$ cat src/rtl/pong_pkg.sv
`default_nettype none
// ============================================================================
//  Module      : pong_pkg
//  Description : Shared constants and types for the Pong score block.
//                Holds the screen resolution, the score-digit origins, the
//                seven-segment type and the score state machine encoding.
//  Ports       : none (package)
//  Revision    : 1.0 - initial release
// ============================================================================
package pong_pkg;

    // Active display area
    localparam int c_H_RES = 640;
    localparam int c_V_RES = 480;

    // Top-left pixel of each score digit
    localparam int c_P1_X = 256;
    localparam int c_P1_Y = 16;
    localparam int c_P2_X = 360;
    localparam int c_P2_Y = 16;

    // Seven-segment pattern, segment a in bit 6 down to segment g in bit 0
    typedef logic [6:0] seg7_t;

    // Score state machine encoding
    localparam logic [0:0] c_ST_PLAY = 1'b0;
    localparam logic [0:0] c_ST_WON  = 1'b1;

    typedef enum logic [0:0] {
        ST_PLAY = c_ST_PLAY,
        ST_WON  = c_ST_WON
    } score_state_t;

endpackage
`default_nettype wire

$ cat src/rtl/seg7_font.sv
`default_nettype none
// ============================================================================
//  Module      : seg7_font
//  Description : Combinational BCD to seven-segment decode. Codes above 9
//                light nothing.
//  Ports       : i_bcd [3:0] - BCD digit in
//                o_seg [6:0] - segment pattern out (a = bit 6 .. g = bit 0)
//  Revision    : 1.0 - initial release
// ============================================================================
module seg7_font
    import pong_pkg::*;
(
    input  logic [3:0] i_bcd,
    output seg7_t      o_seg
);

    always_comb begin
        o_seg = 7'b000_0000;
        case (i_bcd)
            4'd0:    o_seg = 7'b111_1110;
            4'd1:    o_seg = 7'b011_0000;
            4'd2:    o_seg = 7'b110_1101;
            4'd3:    o_seg = 7'b111_1001;
            4'd4:    o_seg = 7'b011_0011;
            4'd5:    o_seg = 7'b101_1011;
            4'd6:    o_seg = 7'b101_1111;
            4'd7:    o_seg = 7'b111_0000;
            4'd8:    o_seg = 7'b111_1111;
            4'd9:    o_seg = 7'b111_1011;
            default: o_seg = 7'b000_0000;
        endcase
    end

endmodule
`default_nettype wire

$ cat src/rtl/pong_score.sv
`default_nettype none
// ============================================================================
//  Module      : pong_score
//  Description : Pong score keeping and score-digit rendering. Counts points
//                on rising edges of the ball-out levels, ends the game when a
//                score reaches WIN_SCORE and draws both scores as 3x5-cell
//                seven-segment digits.
//                Define SCORE_FLASH_EN to flash the winner's digit (32 frames
//                lit, 32 frames blank) once a game is won.
//  Ports       : clk_pix          - pixel clock
//                rst_n            - asynchronous reset, active low
//                sx, sy           - current pixel coordinates
//                frame            - start-of-vertical-blanking strobe
//                pt_lft, pt_rgt   - ball at left / right edge (levels)
//                clear            - start a new game
//                score_p1/_p2     - BCD scores
//                game_over        - a player has reached WIN_SCORE
//                winner           - 0 = player 1, 1 = player 2
//                s_draw           - current pixel is on a lit segment (1 clk late)
//  Revision    : 1.0 - initial release
// ============================================================================
module pong_score
    import pong_pkg::*;
#(
    parameter int CORDW     = 10,
    parameter int WIN_SCORE = 9,
    parameter int CELL      = 8
) (
    input  logic             clk_pix,
    input  logic             rst_n,
    input  logic [CORDW-1:0] sx,
    input  logic [CORDW-1:0] sy,
    input  logic             frame,
    input  logic             pt_lft,
    input  logic             pt_rgt,
    input  logic             clear,
    output logic [3:0]       score_p1,
    output logic [3:0]       score_p2,
    output logic             game_over,
    output logic             winner,
    output logic             s_draw
);

    localparam logic [3:0]       c_WIN   = 4'(WIN_SCORE);
    localparam int               c_SHIFT = $clog2(CELL);
    localparam logic [CORDW-1:0] c_P1_X0 = CORDW'(c_P1_X);
    localparam logic [CORDW-1:0] c_P1_X1 = CORDW'(c_P1_X + 3 * CELL);
    localparam logic [CORDW-1:0] c_P1_Y0 = CORDW'(c_P1_Y);
    localparam logic [CORDW-1:0] c_P1_Y1 = CORDW'(c_P1_Y + 5 * CELL);
    localparam logic [CORDW-1:0] c_P2_X0 = CORDW'(c_P2_X);
    localparam logic [CORDW-1:0] c_P2_X1 = CORDW'(c_P2_X + 3 * CELL);
    localparam logic [CORDW-1:0] c_P2_Y0 = CORDW'(c_P2_Y);
    localparam logic [CORDW-1:0] c_P2_Y1 = CORDW'(c_P2_Y + 5 * CELL);

    // ------------------------------------------------------------------
    // Point edge detection. r_armed stays low for the first clock after
    // reset so a level that is already high at release is only sampled,
    // never counted.
    // ------------------------------------------------------------------
    logic r_lft_q, r_rgt_q, r_armed;
    logic w_ev_lft, w_ev_rgt;

    always_ff @(posedge clk_pix or negedge rst_n) begin
        if (!rst_n) begin
            r_lft_q <= 1'b0;
            r_rgt_q <= 1'b0;
            r_armed <= 1'b0;
        end else begin
            r_lft_q <= pt_lft;
            r_rgt_q <= pt_rgt;
            r_armed <= 1'b1;
        end
    end

    assign w_ev_lft = r_armed && pt_lft && !r_lft_q;
    assign w_ev_rgt = r_armed && pt_rgt && !r_rgt_q;

    // ------------------------------------------------------------------
    // Score state machine. Simultaneous events cancel; scores stop at
    // WIN_SCORE because reaching it moves to ST_WON, where events are
    // ignored.
    // ------------------------------------------------------------------
    score_state_t r_state;
    logic [3:0]   r_p1, r_p2;
    logic         r_winner;

    always_ff @(posedge clk_pix or negedge rst_n) begin
        if (!rst_n) begin
            r_state  <= ST_PLAY;
            r_p1     <= 4'd0;
            r_p2     <= 4'd0;
            r_winner <= 1'b0;
        end else if (clear) begin
            r_state  <= ST_PLAY;
            r_p1     <= 4'd0;
            r_p2     <= 4'd0;
            r_winner <= 1'b0;
        end else begin
            case (r_state)
                ST_PLAY: begin
                    if (w_ev_rgt && !w_ev_lft) begin
                        r_p1 <= r_p1 + 4'd1;
                        if (r_p1 + 4'd1 == c_WIN) begin
                            r_state  <= ST_WON;
                            r_winner <= 1'b0;
                        end
                    end else if (w_ev_lft && !w_ev_rgt) begin
                        r_p2 <= r_p2 + 4'd1;
                        if (r_p2 + 4'd1 == c_WIN) begin
                            r_state  <= ST_WON;
                            r_winner <= 1'b1;
                        end
                    end
                end
                ST_WON: begin
                    r_state <= ST_WON;
                end
                default: r_state <= ST_PLAY;
            endcase
        end
    end

    assign score_p1  = r_p1;
    assign score_p2  = r_p2;
    assign game_over = (r_state == ST_WON);
    assign winner    = r_winner;

    // ------------------------------------------------------------------
    // Winner flash
    // ------------------------------------------------------------------
    logic w_blank_p1, w_blank_p2;

`ifdef SCORE_FLASH_EN
    logic [5:0] r_flash;

    always_ff @(posedge clk_pix or negedge rst_n) begin
        if (!rst_n) begin
            r_flash <= 6'd0;
        end else if (clear) begin
            r_flash <= 6'd0;
        end else if (frame) begin
            r_flash <= r_flash + 6'd1;
        end
    end

    assign w_blank_p1 = (r_state == ST_WON) && !r_winner && r_flash[5];
    assign w_blank_p2 = (r_state == ST_WON) &&  r_winner && r_flash[5];
`else
    logic w_frame_unused;
    assign w_frame_unused = frame;
    assign w_blank_p1     = 1'b0;
    assign w_blank_p2     = 1'b0;
`endif

    // ------------------------------------------------------------------
    // Digit rendering
    // ------------------------------------------------------------------
    seg7_t w_seg_p1, w_seg_p2;

    seg7_font u_font_p1 (.i_bcd(r_p1), .o_seg(w_seg_p1));
    seg7_font u_font_p2 (.i_bcd(r_p2), .o_seg(w_seg_p2));

    // Lit test for one cell of the 3x5 grid. Row 2 is shared by the upper
    // and lower vertical segments.
    function automatic logic cell_lit(input seg7_t seg,
                                      input logic [CORDW-1:0] col,
                                      input logic [CORDW-1:0] row);
        logic l_left, l_right, l_upper, l_lower;
        l_left   = (col == CORDW'(0));
        l_right  = (col == CORDW'(2));
        l_upper  = (row <= CORDW'(2));
        l_lower  = (row >= CORDW'(2));
        cell_lit = (seg[6] && row == CORDW'(0))
                 | (seg[5] && l_right && l_upper)
                 | (seg[4] && l_right && l_lower)
                 | (seg[3] && row == CORDW'(4))
                 | (seg[2] && l_left && l_lower)
                 | (seg[1] && l_left && l_upper)
                 | (seg[0] && row == CORDW'(2));
    endfunction

    logic             w_on_screen, w_p1_box, w_p2_box;
    logic [CORDW-1:0] w_p1_col, w_p1_row, w_p2_col, w_p2_row;
    logic             r_s_draw;

    assign w_on_screen = (sx < CORDW'(c_H_RES)) && (sy < CORDW'(c_V_RES));
    assign w_p1_box    = (sx >= c_P1_X0) && (sx < c_P1_X1) && (sy >= c_P1_Y0) && (sy < c_P1_Y1);
    assign w_p2_box    = (sx >= c_P2_X0) && (sx < c_P2_X1) && (sy >= c_P2_Y0) && (sy < c_P2_Y1);

    // Division by CELL; offsets are only meaningful inside the box
    assign w_p1_col = (sx - c_P1_X0) >> c_SHIFT;
    assign w_p1_row = (sy - c_P1_Y0) >> c_SHIFT;
    assign w_p2_col = (sx - c_P2_X0) >> c_SHIFT;
    assign w_p2_row = (sy - c_P2_Y0) >> c_SHIFT;

    always_ff @(posedge clk_pix or negedge rst_n) begin
        if (!rst_n) begin
            r_s_draw <= 1'b0;
        end else begin
            r_s_draw <= w_on_screen &&
                        ((w_p1_box && !w_blank_p1 && cell_lit(w_seg_p1, w_p1_col, w_p1_row)) ||
                         (w_p2_box && !w_blank_p2 && cell_lit(w_seg_p2, w_p2_col, w_p2_row)));
        end
    end

    assign s_draw = r_s_draw;

endmodule
`default_nettype wire
$ cat config.mk
export PLATFORM = sky130hd
export DESIGN_NAME = pong_score
export DESIGN_NICKNAME = d
export VERILOG_FILES = /design/src/rtl/pong_pkg.sv /design/src/rtl/seg7_font.sv /design/src/rtl/pong_score.sv
export SDC_FILE = /design/constraint.sdc
export NUM_CORES = 1
export LEC_CHECK = 0
export BUFFER_PORTS_ARGS = -buffer_cell sky130_fd_sc_hd__buf_4
export CORE_AREA = 8 8 58 60
export DETAILED_ROUTE_END_ITERATION = 10
export DIE_AREA = 0 0 66 68
export PLACE_DENSITY = 0.93
export SYNTH_ARGS = -nofsm -noshare
export SYNTH_HDL_FRONTEND = slang
export SYNTH_SLANG_ARGS = --single-unit
$ cat constraint.sdc
create_clock -name clk_pix -period 3.5 [get_ports clk_pix]
set_input_delay 0.175 -clock clk_pix [delete_from_list [all_inputs] [get_ports clk_pix]]
set_output_delay 0.175 -clock clk_pix [all_outputs]
set_load 0.02 [all_outputs]
==> results.md <==
* Antenna violations before repair at 0
* Starting Density at 51.6%
* CP Launch Type: flip-flop
* Worst path max stage delay at 0.50 ns
* Post-route insts no fill at about 230
* Status: completed
* Tcrit/Tclk final at 64.5%
* CP max FO at 7
* CTS tree: built
* CP Data Required Time at around 3.7 ns
* Ys flop type: dfrtp_1
* Fin nets at about 240
* Power density cells at between 200 and 250 nW/um2
* Die H at approximately 68 um
* Share of cells above drive strength 1 at between 20% and 30%
* PnR worst setup slack at between 1 and 1.5 ns
* Final setup fails at 0
* DRT Pass-1 Iters at 4
* Port bufs at 35
* CP Cell Sequence: inv_1 -> ha_1 -> nor2b_1 -> a2111oi_0 -> o41ai_1 -> o211ai_1 -> nand2_1 -> a32o_1
* Mapped Cells at about 160
* DP Wirelength at 2500 um
* Io pins at 37
* Cells after DPL at roughly 220
* Maximum vdd drop at 0.211 mV
* Initial DRC count at between 90 and 100
* Highest-count cells in the layout ignoring fill and taps: 35 x buf_4, 18 x nand2_1, 18 x nor2_1
* Total core area at roughly 2600 um2
* CP delay by family, top: compound AO/OA/AOI/OAI gates
* Synth Warn # at 0
* Post-synth EDFFs at 0
* Setup TNS at 0 ns
* CTS Buffer Depth at 2
* Clock-pin slew on the worst setup and hold paths at approximately 0.080 ns
* Most common cell after layout, fill and taps aside: buf_4
* Tightest Hold Check Type: in -> reg
* Hold Violations, Final at 0
* Syn Nets at 205
* First-pass GRT wire length at between 5000 and 6000 um
* Max Fclk at between 400 and 500 MHz
* Mapped cell area at roughly 1300 um2
* Number of fill cells in the layout at 221
* Largest net degree at the start of global routing at 15
* Grt ovf at 0
* Root buf cell: clkbuf_4
* Sequential cell area at 350 um2
* Full die area at roughly 4500 um2
* WP data arrival at ~2.4 ns
* Number of diodes at 0
* Pins Over Slew Limit at 0
* Clk_skew at 0.000752 ns
* Kind of end point of the critical path: flip-flop
* Post-synthesis sequential area ratio at about a quarter
* Distinct cells, synth at 45
* Clock latency on the worst-skew pair at 0.28 ns
* DRC violations left at 0
* MaxCap Viol Count at 0
* Min cycle time layout at approximately 2.3 ns
* Chip width at 66 um
* Yosys reg bits at 14
* Synthesized area per cell at 8.12 um2
* All-layer global routing usage at 14.1%
* Async SR Flop Fraction at 100%
* Inserted Clock Buffers at 3
* Pre-CTS setup slack at 1.28 ns
* Clock sink count at 14
* Vias post-DR at around 1,300
* Via density at ~5.6
* Drt wl/cell at roughly 14 um
* Leakage at around 0.8 nW
* Crit path max-delay cell type: dfrtp_1
* Post-CTS setup buffers at 0
* Setup CP Type: reg -> reg
* CP bufs+invs at 1
* Placer congestion estimate at around 0.87
* Max H-tree Level at 1
* Cell Rows at 19
* Final wirelength at ~3100 um
* Antenna Nets Post-Route at 0
* Multi-input gate area at 903 um2
* RSZ-0062 raised after global routing: no
* Area Growth Syn to Fin at 26.2%
* Vias in the first global route at 1,283
==> timing repair <==
action / 4_1_cts / 5_1_grt
endpoints found under the hold margin: 15 / 1
resized for setup: 0 / 0
hold buffers: 2 / 1
==> cell families after synthesis <==
family | Yosys count | synth area share (%)
buffers and inverters | 18 | 5.29
AND/OR/NAND/NOR | 73 | 29.5
other | 1 | 0.283
flip-flops | 14 | 26.5
adder cells (fa/ha/maj) | 16 | 15.1
XOR/XNOR | 9 | 5.95
multiplexers | 2 | 1.51
AO/OA/AOI/OAI | 30 | 15.9
==> metrics by stage <==
step           util, %  power (mW)  hold WS, ns  instance area [um2]
2_1_floorplan        -       0.209       -0.121                 1320
3_3_place_gp      62.5       0.247       0.0273                 1600
3_5_place_dp      62.5       0.250       0.0313                 1600
4_1_cts           64.7       0.368      0.00165                 1660
5_1_grt           65.1       0.384        0.111                 1670
6_report          65.1       0.367        0.116                 1670
==> where the power goes <==
part / leakage [nW] / internal (mW) / switching, mW
Combinational: 0.578 / 0.0407 / 0.0406
Clock: 0.0210 / 0.0634 / 0.0545
Sequential: 0.188 / 0.165 / 0.00348
Total: 0.787 / 0.269 / 0.0986
==> routing by layer <==
layer / vias up / share of wire (%) / global-route usage (%)
met5: - / 0 / 0
met4: 0 / 1.3 / 5.60
met3: 5 / 8.5 / 3.11
met2: 46 / 49 / 25.5
met1: 601 / 41 / 16.0
li1: 651 / - / -
==> layout make-up <==
type / instances / share of cell area [%]
multi-input cells: 131 / 54.1
flip-flops and latches: 14 / 21.0
repair buffers: 38 / 17.5
inverters: 13 / 2.92
well taps: 31 / 2.32
clock buffers: 4 / 2.17
==> sequential cells by signal (all words and copies together) (netlist names) <==
name	flops
score_p2	4
r_lft_q	1
winner	1
r_armed	1
r_rgt_q	1
s_draw	1
score_p1	4
game_over	1
==> path summary, 6_finish.rpt <==
kind / startpoint / end / slack, ns / depth (start not counted)
setup / recovery: score_p2[0]$_DFFE_PN0P_ / s_draw$_DFF_PN0_ / 1.24 / 8
hold / removal: clear / score_p2[2]$_DFFE_PN0P_ / 0.12 / 2
setup reg to reg: score_p2[0]$_DFFE_PN0P_ / s_draw$_DFF_PN0_ / 1.24 / 8
hold reg to reg: winner$_DFFE_PN0P_ / winner$_DFFE_PN0P_ / 0.55 / 2
max in group asynchronous: rst_n / score_p1[0]$_DFFE_PN0P_ / 3.07 / 2
min in group asynchronous: rst_n / score_p2[0]$_DFFE_PN0P_ / 0.26 / 2
==> synthesized netlist by cell type, types with 2 or more instances <==
master | count | area share (%)
inv_1 | 13 | 3.7
or3_1 | 2 | 0.95
dfrtp_1 | 14 | 26
nor2b_1 | 8 | 3.8
nor4_1 | 4 | 1.9
nand3_1 | 2 | 0.76
buf_2 | 2 | 0.76
ha_1 | 16 | 15
a211oi_1 | 3 | 1.7
clkbuf_1 | 2 | 0.57
nand2_1 | 18 | 5.1
nor3_1 | 2 | 0.76
a22oi_1 | 3 | 1.7
o31ai_1 | 3 | 1.7
nor2_1 | 18 | 5.1
o211ai_1 | 3 | 1.7
or4_1 | 2 | 1.1
a21oi_1 | 5 | 1.9
nor3b_1 | 3 | 1.7
xnor2_1 | 8 | 5.3
o21ai_0 | 5 | 1.9
nand2b_1 | 2 | 0.95
and3_1 | 2 | 0.95
mux2i_1 | 2 | 1.5
Power figures use the tool's default switching activity.
